[src/rtl/gemips_pkg.sv]
// Shared fetch-side types and defaults: reset vector, fetch increment,
// PC-generator state encoding and redirect source kinds.
package gemips_pkg;

    localparam logic [31:0] RESET_PC_DEF = 32'h8000_0000;
    localparam int          INC_DEF      = 4;

    typedef enum logic [1:0] {
        ST_BOOT  = 2'd0,
        ST_RUN   = 2'd1,
        ST_HOLD  = 2'd2,
        ST_FAULT = 2'd3
    } pc_state_e;

    typedef enum logic [1:0] {
        RD_NONE   = 2'd0,
        RD_BRANCH = 2'd1,
        RD_EXC    = 2'd2
    } redir_kind_e;

endpackage

[src/rtl/pc_gen_if.sv]
// Fetch-side bundle of pc_gen: redirect requests, stall/ready handshake in,
// fetch address and status out. master = pc_gen, slave = pipeline/memory side.
interface pc_gen_if #(
    parameter int ADDR_W = 32
);
    logic              exc_flag_i;
    logic [ADDR_W-1:0] exc_addr_i;
    logic              branch_flag_i;
    logic [ADDR_W-1:0] branch_address_i;
    logic              stall_i;
    logic              imem_ready_i;
    logic [ADDR_W-1:0] pc;
    logic              ce;
    logic              redirect_pend_o;
    logic              misalign_o;

    modport master (
        input  exc_flag_i, exc_addr_i, branch_flag_i, branch_address_i,
        input  stall_i, imem_ready_i,
        output pc, ce, redirect_pend_o, misalign_o
    );

    modport slave (
        output exc_flag_i, exc_addr_i, branch_flag_i, branch_address_i,
        output stall_i, imem_ready_i,
        input  pc, ce, redirect_pend_o, misalign_o
    );
endinterface

[src/rtl/pc_redirect_pend.sv]
// Pending-redirect register plus priority merge: new exception > new branch >
// pending redirect. Redirects seen while stalled are parked until release.
module pc_redirect_pend
    import gemips_pkg::*;
#(
    parameter int ADDR_W = 32
) (
    input  logic              clk,
    input  logic              rst,
    input  logic              stall_i,
    input  logic              exc_only_i,
    input  logic              exc_flag_i,
    input  logic [ADDR_W-1:0] exc_addr_i,
    input  logic              branch_flag_i,
    input  logic [ADDR_W-1:0] branch_addr_i,
    output logic              apply_vld_o,
    output logic [ADDR_W-1:0] apply_tgt_o,
    output logic              pend_vld_o
);

    redir_kind_e       pend_kind_q, pend_kind_d;
    logic [ADDR_W-1:0] pend_tgt_q, pend_tgt_d;

    always_comb begin
        pend_kind_d = pend_kind_q;
        pend_tgt_d  = pend_tgt_q;
        apply_vld_o = 1'b0;
        apply_tgt_o = pend_tgt_q;

        // A parked exception may only be displaced by another exception.
        if (stall_i) begin
            if (exc_flag_i) begin
                pend_kind_d = RD_EXC;
                pend_tgt_d  = exc_addr_i;
            end else if (branch_flag_i && (pend_kind_q != RD_EXC)) begin
                pend_kind_d = RD_BRANCH;
                pend_tgt_d  = branch_addr_i;
            end
        end else begin
            pend_kind_d = RD_NONE;
        end

        if (exc_flag_i) begin
            apply_vld_o = 1'b1;
            apply_tgt_o = exc_addr_i;
        end else if (branch_flag_i && !exc_only_i) begin
            apply_vld_o = 1'b1;
            apply_tgt_o = branch_addr_i;
        end else if ((pend_kind_q == RD_EXC) ||
                     ((pend_kind_q == RD_BRANCH) && !exc_only_i)) begin
            apply_vld_o = 1'b1;
            apply_tgt_o = pend_tgt_q;
        end
    end

    always_ff @(posedge clk) begin
        if (!rst) pend_kind_q <= RD_NONE;
        else      pend_kind_q <= pend_kind_d;
    end

    always_ff @(posedge clk) begin
        pend_tgt_q <= pend_tgt_d;
    end

    assign pend_vld_o = (pend_kind_q != RD_NONE);

endmodule

[src/rtl/pc_gen.sv]
// IF-stage fetch address generator with ready/stall handshake and redirects.
// Optional PC_ALIGN_CHECK_EN: misaligned redirect targets park the unit in FAULT.
module pc_gen
    import gemips_pkg::*;
#(
    parameter int                ADDR_W   = 32,
    parameter logic [ADDR_W-1:0] RESET_PC = ADDR_W'(RESET_PC_DEF),
    parameter int                INC      = INC_DEF,
    parameter int                ALIGN    = 4
) (
    input  logic     clk,
    input  logic     rst,
    pc_gen_if.master bus
);

    if ((ALIGN < 1) || ((ALIGN & (ALIGN - 1)) != 0)) begin : g_align_chk
        $error("pc_gen: ALIGN must be a power of two");
    end

    pc_state_e         state_q, state_d;
    logic [ADDR_W-1:0] pc_q, pc_d;
    logic              apply_vld;
    logic [ADDR_W-1:0] apply_tgt;
    logic              pend_vld;

`ifdef PC_ALIGN_CHECK_EN
    function automatic logic is_misaligned(input logic [ADDR_W-1:0] a);
        return (a & ADDR_W'(ALIGN - 1)) != '0;
    endfunction
`endif

    pc_redirect_pend #(
        .ADDR_W (ADDR_W)
    ) u_pend (
        .clk           (clk),
        .rst           (rst),
        .stall_i       (bus.stall_i),
        .exc_only_i    (state_q == ST_FAULT),
        .exc_flag_i    (bus.exc_flag_i),
        .exc_addr_i    (bus.exc_addr_i),
        .branch_flag_i (bus.branch_flag_i),
        .branch_addr_i (bus.branch_address_i),
        .apply_vld_o   (apply_vld),
        .apply_tgt_o   (apply_tgt),
        .pend_vld_o    (pend_vld)
    );

    always_comb begin
        state_d = state_q;
        pc_d    = pc_q;
        case (state_q)
            ST_BOOT: state_d = ST_RUN;
            ST_RUN, ST_HOLD: begin
                // Redirects bypass imem_ready_i: the un-accepted fetch is dropped.
                if (!bus.stall_i && apply_vld) begin
                    pc_d    = apply_tgt;
                    state_d = ST_RUN;
`ifdef PC_ALIGN_CHECK_EN
                    if (is_misaligned(apply_tgt)) state_d = ST_FAULT;
`endif
                end else if (bus.stall_i || !bus.imem_ready_i) begin
                    state_d = ST_HOLD;
                end else begin
                    pc_d    = pc_q + ADDR_W'(INC);
                    state_d = ST_RUN;
                end
            end
`ifdef PC_ALIGN_CHECK_EN
            ST_FAULT: begin
                if (!bus.stall_i && apply_vld) begin
                    pc_d    = apply_tgt;
                    state_d = is_misaligned(apply_tgt) ? ST_FAULT : ST_RUN;
                end
            end
`endif
            default: state_d = ST_BOOT;
        endcase
    end

    always_ff @(posedge clk) begin
        if (!rst) begin
            state_q <= ST_BOOT;
            pc_q    <= RESET_PC;
        end else begin
            state_q <= state_d;
            pc_q    <= pc_d;
        end
    end

    assign bus.pc              = pc_q;
    assign bus.ce              = (state_q == ST_RUN) || (state_q == ST_HOLD);
    assign bus.redirect_pend_o = pend_vld;
`ifdef PC_ALIGN_CHECK_EN
    assign bus.misalign_o      = (state_q == ST_FAULT);
`else
    assign bus.misalign_o      = 1'b0;
`endif

endmodule
[src/flat_wrapper.sv]
// flat-port wrapper written by rule: the top's interface ports become plain ports
module pc_gen_flat import gemips_pkg::*;
#(
    parameter int                ADDR_W   = 32,
    parameter logic [ADDR_W-1:0] RESET_PC = ADDR_W'(RESET_PC_DEF),
    parameter int                INC      = INC_DEF,
    parameter int                ALIGN    = 4
)
  (clk, rst, bus_exc_flag_i, bus_exc_addr_i, bus_branch_flag_i, bus_branch_address_i, bus_stall_i, bus_imem_ready_i, bus_pc, bus_ce, bus_redirect_pend_o, bus_misalign_o);
  pc_gen_if #(.ADDR_W(ADDR_W)) bus_i ();
  input  logic clk;
  input  logic rst;
  input wire logic [$bits(bus_i.exc_flag_i)-1:0] bus_exc_flag_i;
  input wire logic [$bits(bus_i.exc_addr_i)-1:0] bus_exc_addr_i;
  input wire logic [$bits(bus_i.branch_flag_i)-1:0] bus_branch_flag_i;
  input wire logic [$bits(bus_i.branch_address_i)-1:0] bus_branch_address_i;
  input wire logic [$bits(bus_i.stall_i)-1:0] bus_stall_i;
  input wire logic [$bits(bus_i.imem_ready_i)-1:0] bus_imem_ready_i;
  output wire logic [$bits(bus_i.pc)-1:0] bus_pc;
  output wire logic [$bits(bus_i.ce)-1:0] bus_ce;
  output wire logic [$bits(bus_i.redirect_pend_o)-1:0] bus_redirect_pend_o;
  output wire logic [$bits(bus_i.misalign_o)-1:0] bus_misalign_o;
  assign bus_i.exc_flag_i = bus_exc_flag_i;
  assign bus_i.exc_addr_i = bus_exc_addr_i;
  assign bus_i.branch_flag_i = bus_branch_flag_i;
  assign bus_i.branch_address_i = bus_branch_address_i;
  assign bus_i.stall_i = bus_stall_i;
  assign bus_i.imem_ready_i = bus_imem_ready_i;
  assign bus_pc = bus_i.pc;
  assign bus_ce = bus_i.ce;
  assign bus_redirect_pend_o = bus_i.redirect_pend_o;
  assign bus_misalign_o = bus_i.misalign_o;
  pc_gen #(.ADDR_W(ADDR_W), .RESET_PC(RESET_PC), .INC(INC), .ALIGN(ALIGN)) u_core (.clk(clk), .rst(rst), .bus(bus_i));
endmodule
[config.mk]
export PLATFORM = sky130hd
export DESIGN_NAME = pc_gen_flat
export DESIGN_NICKNAME = d
export VERILOG_FILES = /design/src/rtl/gemips_pkg.sv /design/src/rtl/pc_gen_if.sv /design/src/rtl/pc_redirect_pend.sv /design/src/rtl/pc_gen.sv /design/src/flat_wrapper.sv
export SDC_FILE = /design/constraint.sdc
export NUM_CORES = 1
export LEC_CHECK = 0
export CAP_MARGIN = 10
export CORE_ASPECT_RATIO = 0.75
export CORE_MARGIN = 5
export CORE_UTILIZATION = 54
export CTS_BUF_LIST = sky130_fd_sc_hd__clkbuf_16
export DETAILED_ROUTE_END_ITERATION = 8
export MAX_ROUTING_LAYER = met4
export PLACE_DENSITY_LB_ADDON = 0.1
export SKIP_LAST_GASP = 1
export SLEW_MARGIN = 20
export SYNTH_ARGS = -nofsm -noshare
export SYNTH_HDL_FRONTEND = slang
export SYNTH_HIERARCHICAL = 1
export SYNTH_SLANG_ARGS = --single-unit
[constraint.sdc]
create_clock -name clk -period 5.3 [get_ports clk]
set_input_delay 1.06 -clock clk [delete_from_list [all_inputs] [get_ports clk]]
set_output_delay 1.06 -clock clk [all_outputs]
set_load 0.01 [all_outputs]
; Word level (Yosys, flattened, before mapping)
; Cells that the tools add are included.
[op_classes]
eq_ne = 7
bitwise = 2
reduce_logical = 18
n_addsub = 1
n_mux = 14
[op_table]
columns = cell, n
row1 = $mux W32, 6
row2 = $add A32 B3 Y32 const B, 1
row3 = $mux W2, 4
row4 = $eq A2 B2 Y1 const B, 3
row5 = $reduce_and A2 Y1, 3
row6 = $eq A2 B1 Y1 const B, 2
row7 = $logic_and A1 B1 Y1, 4
row8 = $pmux W2 S2, 1
row9 = $reduce_bool A2 Y1, 2
row10 = $logic_not A1 Y1, 3
row11 = $logic_or A1 B1 Y1, 3
row12 = $mux W1, 3
row13 = $reduce_or A3 Y1, 1
row14 = $logic_not A2 Y1, 1
row15 = $ne A2 B1 Y1 const B, 1
row16 = $ne A2 B2 Y1 const B, 1
row17 = $not A1 Y1, 2
row18 = $reduce_or A2 Y1, 1
[word_totals]
out_inout_bits = 35
regBits = 68
word_cells = 47
inputBits = 70

; Depth between registers and ports, before layout
[logic_depth]
ltp_word = 10
depth_mapped = 11
mapped_depth_nobuf = 8

; By module
; The synthesis kept the hierarchy.
[modules_own_cells]
columns = mod, n_inst, seq_area_each_um2, area_per_inst_um2, cells_each
row1 = pc_gen, 1, 680.7, 2132.0, 271
row2 = pc_redirect_pend, 1, 1001.0, 2078.2, 224

; Worst setup path before layout
; Ideal clock, no wire load.
[synth_path]
kind = input port to flip-flop
start = input bus_exc_flag_i
end = register u_core.u_pend.pend_tgt_q[0] (enable)
path_slack_ns = 1.976
required_time_ns = 4.875
cell_stages = 4
setup_time_ns = 0.425
arrival_time_ns = 2.899
path_cell_list = buf_2 > buf_2 > a21oi_1 > nor2b_1
[synth_between]
elab_chain_cells = 2
[synth_rtl]
columns = item, line
row1 = "start, declared", flat_wrapper.sv:13  ; input wire logic [$bits(bus_i.exc_flag_i)-1:0] bus_exc_flag_i;
row2 = $reduce_bool A2 Y1 (no source line), --
row3 = $reduce_and A2 Y1 (no source line), --
row4 = "end signal, assigned", pc_redirect_pend.sv:62  ; pend_tgt_q <= pend_tgt_d;
row5 = "end, declared", pc_redirect_pend.sv:22  ; logic [ADDR_W-1:0] pend_tgt_q, pend_tgt_d;
; Every way passes these cells.
; A chain may end at the register's enable or synchronous reset.

; Worst setup path in the final report
[layout_path]
start = input bus_branch_flag_i
end = register u_core.pc_q[27] (netlist: u_core/bus.pc[27])
[layout_between]
elab_chain_cells = 6
word_cells_on_any_way = 9
classes_between = 1 x eq/ne / 5 x mux / 3 x reduce/logical
[layout_rtl]
columns = item, line
row1 = "start, declared", flat_wrapper.sv:15  ; input wire logic [$bits(bus_i.branch_flag_i)-1:0] bus_branch_flag_i;
row2 = $logic_and A1 B1 Y1 (*), pc_redirect_pend.sv:46  ; end else if (branch_flag_i && !exc_only_i) begin
row3 = $mux W1 (*), pc_redirect_pend.sv:46
row4 = $mux W1 (*), pc_redirect_pend.sv:43  ; if (exc_flag_i) begin
row5 = via u_core.apply_vld, pc_gen.sv:22  ; logic apply_vld;
row6 = $logic_and A1 B1 Y1 (*), pc_gen.sv:55  ; if (!bus.stall_i && apply_vld) begin
row7 = $ne A2 B1 Y1 (no source line), --
row8 = $reduce_and A2 Y1 (no source line), --
row9 = "end signal, assigned", pc_gen.sv:86  ; pc_q <= pc_d;
row10 = "end, declared", pc_gen.sv:21  ; logic [ADDR_W-1:0] pc_q, pc_d;
; Mark *: on every way through the listed nets, which the timed path passes. The rest lies on a longest branch.

==> impl_metrics.py <==
metrics = {
    "run_status": {
        "status": "finished clean",
    },
    "finish": {
        "area_growth_pct": 29.5,
        "fin_util_pct": 73.0,
        "drive_gt1_share_pct": 6.31,
        "antenna_cells": 0,
        "fillerInstances": 590,
        "stdcell_area_mm2": 0.00545,
        "layout.nets": 654,
    },
    "grt": {
        "grt_use_total_pct": 25.3,
        "antenna_found_initial": 0,
        "grt_pass1_wl_mm": 19.3,
        "grt_overflow_total": 0,
        "grt_max_degree": 100,
        "grt_pass1_vias": 3952,
    },
    "critical_path": {
        "critPathArrivalTime_ps": 3500,
        "crit_top_cell": "a21oi_1",
        "required_ps": 5560,
        "setup.worst_path.end_class": "register",
        "path_cells": "clkdlybuf4s50_1, a21oi_1, o211ai_1, nand2b_1, nor2_2, nor2_1, a21oi_1, and3_1",
        "crit_type": "input pin to register",
        "critPathBufInv": 1,
        "cp-start-kind": "input pin",
        "crit_family": "simple AND/OR/NAND/NOR gates",
        "cp_max_fo": 23,
        "crit_slowest_cell": "nand2b_1",
        "max_stage_delay_ps": 590,
    },
    "routing": {
        "routed_wl_mm": 12.1,
        "drt-initial-drc-count": 442,
        "antenna_left": 0,
        "wl_per_cell_um": 17.6,
        "dr_total_vias": 4121,
        "drc": 0,
        "drtPass1Iterations": 8,
        "vias_per_cell": 6.00,
    },
    "logic_synthesis": {
        "synth_top_area_share_pct": 22.8,
        "synthArstFlopShare_pct": 0,
        "synthesis.area_mm2": 0.00421,
        "synthTopCellsByArea": "edfxtp_1, dfxtp_1, mux2i_1",
        "syn_nets": 568,
        "synth_ff_type": "dfxtp_1",
        "synth_seq_cells": 68,
        "synth_edf_count": 32,
        "synth_cell_types": 57,
        "synth.avg_cell_area_um2": 8.51,
        "yosysTopAreaCell": "edfxtp_1",
        "seq_area_frac_synth_pct": 39.9,
        "ys.warnings.count": 6,
        "syn-instance-count": 495,
    },
    "clocking": {
        "clock_sinks": 68,
        "cts_setup_buffers": 0,
        "post_cts_resized": 0,
        "postCtsHoldBufs": 0,
        "clockRootBuffer": "clkbuf_16",
        "cts.reportedPaths.clkPinSlew_ps": 50,
        "htreeDepth": 3,
        "cts_tree": "built",
        "cts-buffers-inserted": 9,
        "clk_latency_ps": 330,
        "clock_path_buffers": 2,
    },
    "die": {
        "start_util_pct": 56.4,
        "dieArea_mm2": 0.00968,
        "die_y_um": 86.5,
        "core-area_mm2": 0.00747,
        "io_pins": 105,
        "rows": 27,
        "die_x_um": 112,
    },
    "power_and_ir_drop": {
        "clkPwrFrac_pct": 37.4,
        "p_sw_share_pct": 27.1,
        "p_seq_share_pct": 41.7,
        "p_total_mw": 1.51,
        "internal-power_mw": 1.10,
        "leakagePower_nw": 2.17,
        "vdd_drop_max_v": 0.000150,
        "p_per_area_mw_per_mm2": 277,
        "p_comb_share_pct": 21.0,
        "p_switching_mw": 0.409,
    },
    "sta": {
        "max_freq_mhz": 309,
        "drv_slew": 0,
        "final-hold-violation-count": 0,
        "setup_viol": 0,
        "clock_skew_ps": 7.00,
        "relSlewSlack_pct": 28.3,
        "fin_setup_tns_ps": 0,
        "tightest_slew_ps": 1080,
        "post-route-period-util_pct": 61.1,
        "fin_crit_ps": 3240,
        "rsz0062_at_grt": "false",
    },
    "flow_run": {
        "max_cap_violations": 0,
    },
    "hold_path": {
        "hp-class": "register to register",
    },
    "placed_design": {
        "dp_hpwl_mm": 8.43,
        "routabilityCongestion": 0.930,
        "postPlaceCellArea_mm2": 0.00517,
        "io_buffers": 103,
    },
}
## Yosys cell counts (all sizes together) (2+ instances only)
| master | count |
|---|---|
| o2111ai | 2 |
| nor4 | 5 |
| buf | 13 |
| and2 | 3 |
| or2 | 4 |
| o21ai | 78 |
| a22oi | 3 |
| o22ai | 6 |
| mux2i | 37 |
| nor3 | 11 |
| edfxtp | 32 |
| a31o | 2 |
| o211ai | 2 |
| nand2b | 3 |
| and3 | 10 |
| and4 | 3 |
| a41oi | 2 |
| clkbuf | 20 |
| nand2 | 60 |
| nor2b | 3 |
| or3 | 3 |
| nand4 | 12 |
| o31ai | 2 |
| a31oi | 3 |
| nor2 | 32 |
| dfxtp | 36 |
| a21oi | 31 |
| nand3 | 10 |
| ha | 3 |
| a311oi | 8 |
| inv | 40 |
| o221ai | 2 |
## sequential cells by signal, indices dropped and copies added, names as in the netlist
signal                     flops
u_core/u_pend/pend_tgt_q      32
u_core/state_q                 2
u_core/bus.pc                 32
u_core/u_pend/pend_kind_q      2
## cell usage in the layout (no fill, tap or decap), types with 9 or more instances in the layout
| master | count |
|---|---|
| clkdlybuf4s50_1 | 102 |
| nand2_1 | 60 |
| inv_1 | 44 |
| o21ai_1 | 40 |
| o21ai_0 | 38 |
| mux2i_1 | 37 |
| dfxtp_1 | 36 |
| edfxtp_1 | 32 |
| nor2_1 | 31 |
| a21oi_1 | 31 |
| nand4_1 | 12 |
| nor3_1 | 11 |
| and3_1 | 10 |
| clkbuf_16 | 9 |
## worst reg2reg max path: stages, from the launching register on
cell and delay [ps]:
dfxtp_1 330, ha_1 200, nand2b_2 850, mux2i_1 280, o21ai_1 110, and3_1 230
a211o_1 270, nand4_1 90, a21oi_1 70
## per-layer routing
metal  vias to the layer above  GRT usage [%]  routed length, um
met5                         -              -                  0
met4                         0           11.2                442
met3                        37           5.23               1020
met2                       249           40.5               5550
met1                      1872           31.2               5050
li1                       1963              -                  -
## worst paths after layout
path	from	endpoint	slack [ps]	cells after the start
max	bus_branch_flag_i	u_core/bus.pc[27]$_SDFFE_PN0P_	2060	8
min	u_core/bus.pc[0]$_SDFFE_PN0P_	u_core/bus.pc[0]$_SDFFE_PN0P_	480	2
max reg2reg	u_core/state_q[0]$_SDFF_PN0_	u_core/bus.pc[30]$_SDFFE_PN0P_	2740	8
min reg2reg	u_core/bus.pc[0]$_SDFFE_PN0P_	u_core/bus.pc[0]$_SDFFE_PN0P_	480	2
## area by class of cell
class / count / area (um^2) / area share, %
Multi-Input combinational cell: 354 / 2150 / 39.5
Sequential cell: 68 / 1680 / 30.8
Timing Repair Buffer: 108 / 1060 / 19.5
Tap cell: 101 / 126 / 2.32
Clock buffer: 9 / 225 / 4.13
Clock inverter: 7 / 53.8 / 0.987
Inverter: 40 / 150 / 2.75
## per-stage QoR
stage / cells / hold slack [ps] / setup WS [ps]
3_5_place_dp: 671 / 472 / 1790
2_1_floorplan: 495 / 481 / 1980
5_1_grt: 687 / 501 / 1910
6_report: 687 / 481 / 2060
3_3_place_gp: 671 / 480 / 1850
4_1_cts: 687 / 481 / 2120
## power by group through the flow
| stage | Clock [mW] | Sequential (mW) | Combinational, mW |
|---|---|---|---|
| final | 0.564 | 0.629 | 0.316 |
| after global routing | 0.601 | 0.633 | 0.343 |
| after CTS | 0.573 | 0.628 | 0.313 |
| after detailed placement | 0 | 0.638 | 0.311 |
| after global placement | 0 | 0.636 | 0.303 |
| after floorplan | 0 | 0.639 | 0.178 |
## kinds of logic after synthesis
| kind of cell | share of synthesized area [%] |
|---|---|
| DFF | 39.9 |
| buffers and inverters | 9.30 |
| adders and majority gates | 0.892 |
| muxes | 8.80 |
| other | 0.0891 |
| and+or+nand+nor | 19.9 |
| AOI/OAI and AO/OA | 21.1 |
Note: power is estimated with default switching activity, not from simulation.
==> RTL edit, RTL diff (same settings) <==
`ADDR_W` is set to 32 in 4 places; all go to 48.
--- a/src/rtl/pc_gen_if.sv
+++ b/src/rtl/pc_gen_if.sv
@@ -1,7 +1,7 @@
 // Fetch-side bundle of pc_gen: redirect requests, stall/ready handshake in,
 // fetch address and status out. master = pc_gen, slave = pipeline/memory side.
 interface pc_gen_if #(
-    parameter int ADDR_W = 32
+    parameter int ADDR_W = 48
 );
     logic              exc_flag_i;
     logic [ADDR_W-1:0] exc_addr_i;
--- a/src/rtl/pc_redirect_pend.sv
+++ b/src/rtl/pc_redirect_pend.sv
@@ -3,7 +3,7 @@
 module pc_redirect_pend
     import gemips_pkg::*;
 #(
-    parameter int ADDR_W = 32
+    parameter int ADDR_W = 48
 ) (
     input  logic              clk,
     input  logic              rst,
--- a/src/rtl/pc_gen.sv
+++ b/src/rtl/pc_gen.sv
@@ -3,7 +3,7 @@
 module pc_gen
     import gemips_pkg::*;
 #(
-    parameter int                ADDR_W   = 32,
+    parameter int                ADDR_W   = 48,
     parameter logic [ADDR_W-1:0] RESET_PC = ADDR_W'(RESET_PC_DEF),
     parameter int                INC      = INC_DEF,
     parameter int                ALIGN    = 4
--- a/src/flat_wrapper.sv
+++ b/src/flat_wrapper.sv
@@ -1,7 +1,7 @@
 // flat-port wrapper written by rule: the top's interface ports become plain ports
 module pc_gen_flat import gemips_pkg::*;
 #(
-    parameter int                ADDR_W   = 32,
+    parameter int                ADDR_W   = 48,
     parameter logic [ADDR_W-1:0] RESET_PC = ADDR_W'(RESET_PC_DEF),
     parameter int                INC      = INC_DEF,
     parameter int                ALIGN    = 4
Interface: changed (resized bus_branch_address_i, bus_exc_addr_i and bus_pc); port bits go from 105 to 153. The function was not compared with the original's and may differ.
==> RTL edit against the original RTL <==
  * Synthesized area is 52% higher
  * Count of clock-buffer cells in the layout is the same
  * Worst setup slack got worse by 510 ps
  * Design area grew 51%
  * Sequential cell count grew 32
  * Routed wire length up 63%
  * Highest routed layer unchanged
  * Largest cell class unchanged
  * Die area grew 46%
  * Power rose by 33%
==> RTL edit: results (changes against the original RTL) <==
[global_route]
use_met2_pct=43.0  ; +2.6 points
first_global_vias=6159  ; +56%
track_usage_pct=27.9  ; +2.7 points
antenna_found_initial=0  ; unchanged
use_met3_pct=7.06  ; +1.8 points
grt_pass1_wl_mm=31.4  ; +63%
use_met1_pct=37.0  ; +5.8 points
grt_max_degree=82  ; -18%

[finish]
diodes=0  ; unchanged
nets=1014  ; +55%
drive_gt1_share_pct=4.16  ; -2.2 points

[yosys]
synth_common_cells=118 x nand2_1, 86 x o21ai_0, 57 x inv_1, 53 x mux2i_1, 52 x dfxtp_1
ys_types=70  ; +23%
async_reset_ff_share_pct=0  ; unchanged
yosys_warnings=6  ; unchanged
synth_edf_count=48  ; +50%
synth_nets=897  ; +58%
synth_seq_area_share_pct=38.8  ; -1.2 points
synth_flop_cell=dfxtp_1
synth_area_leaders=edfxtp_1 23%, dfxtp_1 16%, mux2i_1 8.3%, nand2_1 6.9%, o21ai_0 6.7%

[clock_tree]
cts_made_buffers=9  ; unchanged
clock_latency_ps=340
root_buffer=clkbuf_16
post_cts_buffers=0  ; unchanged
htree_levels=3  ; unchanged
post_cts_resized=0  ; unchanged
cts_buffer_depth=2  ; unchanged
clkSlewWorstSetupHoldPaths_ps=70  ; +20 ps

[critical_path]
cp_max_fo=25  ; +8.7%
rr_startpoint=u_core/u_pend/pend_kind_q[1]
reg2reg_depth=9  ; +1
arrival_ps=4020  ; +520 ps
r2r_slack_ps=2370  ; -370 ps
r2r_end=u_core/bus.pc[42]

[placed_design]
port_buffers=151  ; +47%
dpl-instance-area_mm2=0.00793  ; +53%
pre_cts_ws_ps=1300  ; -494 ps
globalplace.congestion=0.928  ; -0.23%
hpwl_mm=13.9  ; +65%

[run_status]
status=finished, final reports clean

[pwr]
power.leakage_uw=0.00311  ; +43%
vdd_drop_max_mv=0.156  ; +3.7%

[route]
wl_mm=19.6  ; +63%
dr.pass1.iters=5  ; -3
first_iter_violations=469  ; +6.1%
vias=6538  ; +59%

[min_path]
hp-start=u_core/bus.pc[1]
hp-class=reg2reg
whs_endpoint=u_core/bus.pc[1]
holdPathStages=2  ; unchanged

[sta]
hold_ws_ps=471  ; -9.69 ps
fin_worst_skew_ps=6.47  ; -0.526 ps
max_slew_margin_pct=22.0  ; -6.3 points

-- RTL edit: cell count changes after synthesis, sizes merged, moves of 8 or more --
cell and delta:
a31oi +10, clkbuf +18, dfxtp +16, edfxtp +16, inv +17, mux2i +16
nand2 +58, nand3 +18, nand4 +13, nor2 +8, o21ai +40
-- RTL edit: worst max-delay path by stage --
stage,start,endpoint,slack (ps)
floorplan,bus_exc_flag_i,u_core/u_pend/pend_tgt_q[0],1270
global placement,bus_branch_flag_i,u_core/bus.pc[37],1390
detailed placement,bus_branch_flag_i,u_core/bus.pc[37],1300
CTS,bus_branch_flag_i,u_core/bus.pc[37],1630
global route,bus_branch_flag_i,u_core/bus.pc[37],1380
finish,bus_branch_flag_i,u_core/bus.pc[42],1550
-- RTL edit: routing by layer --
layer | vias to the layer above | routed length [um]
met1 | 3033 | 8340
li1 | 3145 | -
met2 | 332 | 8850
met3 | 28 | 2090
met5 | - | 0
met4 | 0 | 320
-- RTL edit: through the flow --
step	instances	util [%]	total power (uW)
final	1076	70.7	2000
after global routing	1076	70.7	2090
after CTS	1076	70.7	2010
after detailed placement	1060	68.3	1360
after global placement	1060	68.3	1340
after floorplan	792	-	1160
-- RTL edit: power breakdown --
part / leakage, uW / switching, uW / total, uW / internal, uW
logic: 0.00208 / 228 / 433 / 205
clock network: 0.000141 / 292 / 652 / 361
registers: 0.000886 / 49.5 / 916 / 867
total: 0.00311 / 569 / 2000 / 1430
-- RTL edit: worst max-delay path, stage by stage --
cell             delay, ps
clkdlybuf4s50_1        490
a21oi_1                150
o211ai_1               160
nor2_1                 450
or2_1                  760
buf_4                  410
a22o_1                 220
o211ai_1               130
a21oi_1                160
-- RTL edit: logic make-up (layout without fill, tap and decap cells) --
logic type / Yosys count / count (layout) / synth area share (%)
other cells: 1 / 1 / 0.0586
simple gates: 284 / 284 / 21.8
buf+inv: 114 / 236 / 7.94
flops: 100 / 100 / 38.8
compound gates: 237 / 237 / 22.5
fa+ha+maj: 3 / 3 / 0.587
mux: 53 / 53 / 8.29
-- RTL edit: area by class of cell --
type	count	area, um^2
multi-input combinational	578	3430
fill	933	3400
sequential	100	2480
timing repair buffer	163	1600
clock buffer	9	225
inverter	57	214
tap	162	203
clock inverter	7	61.3
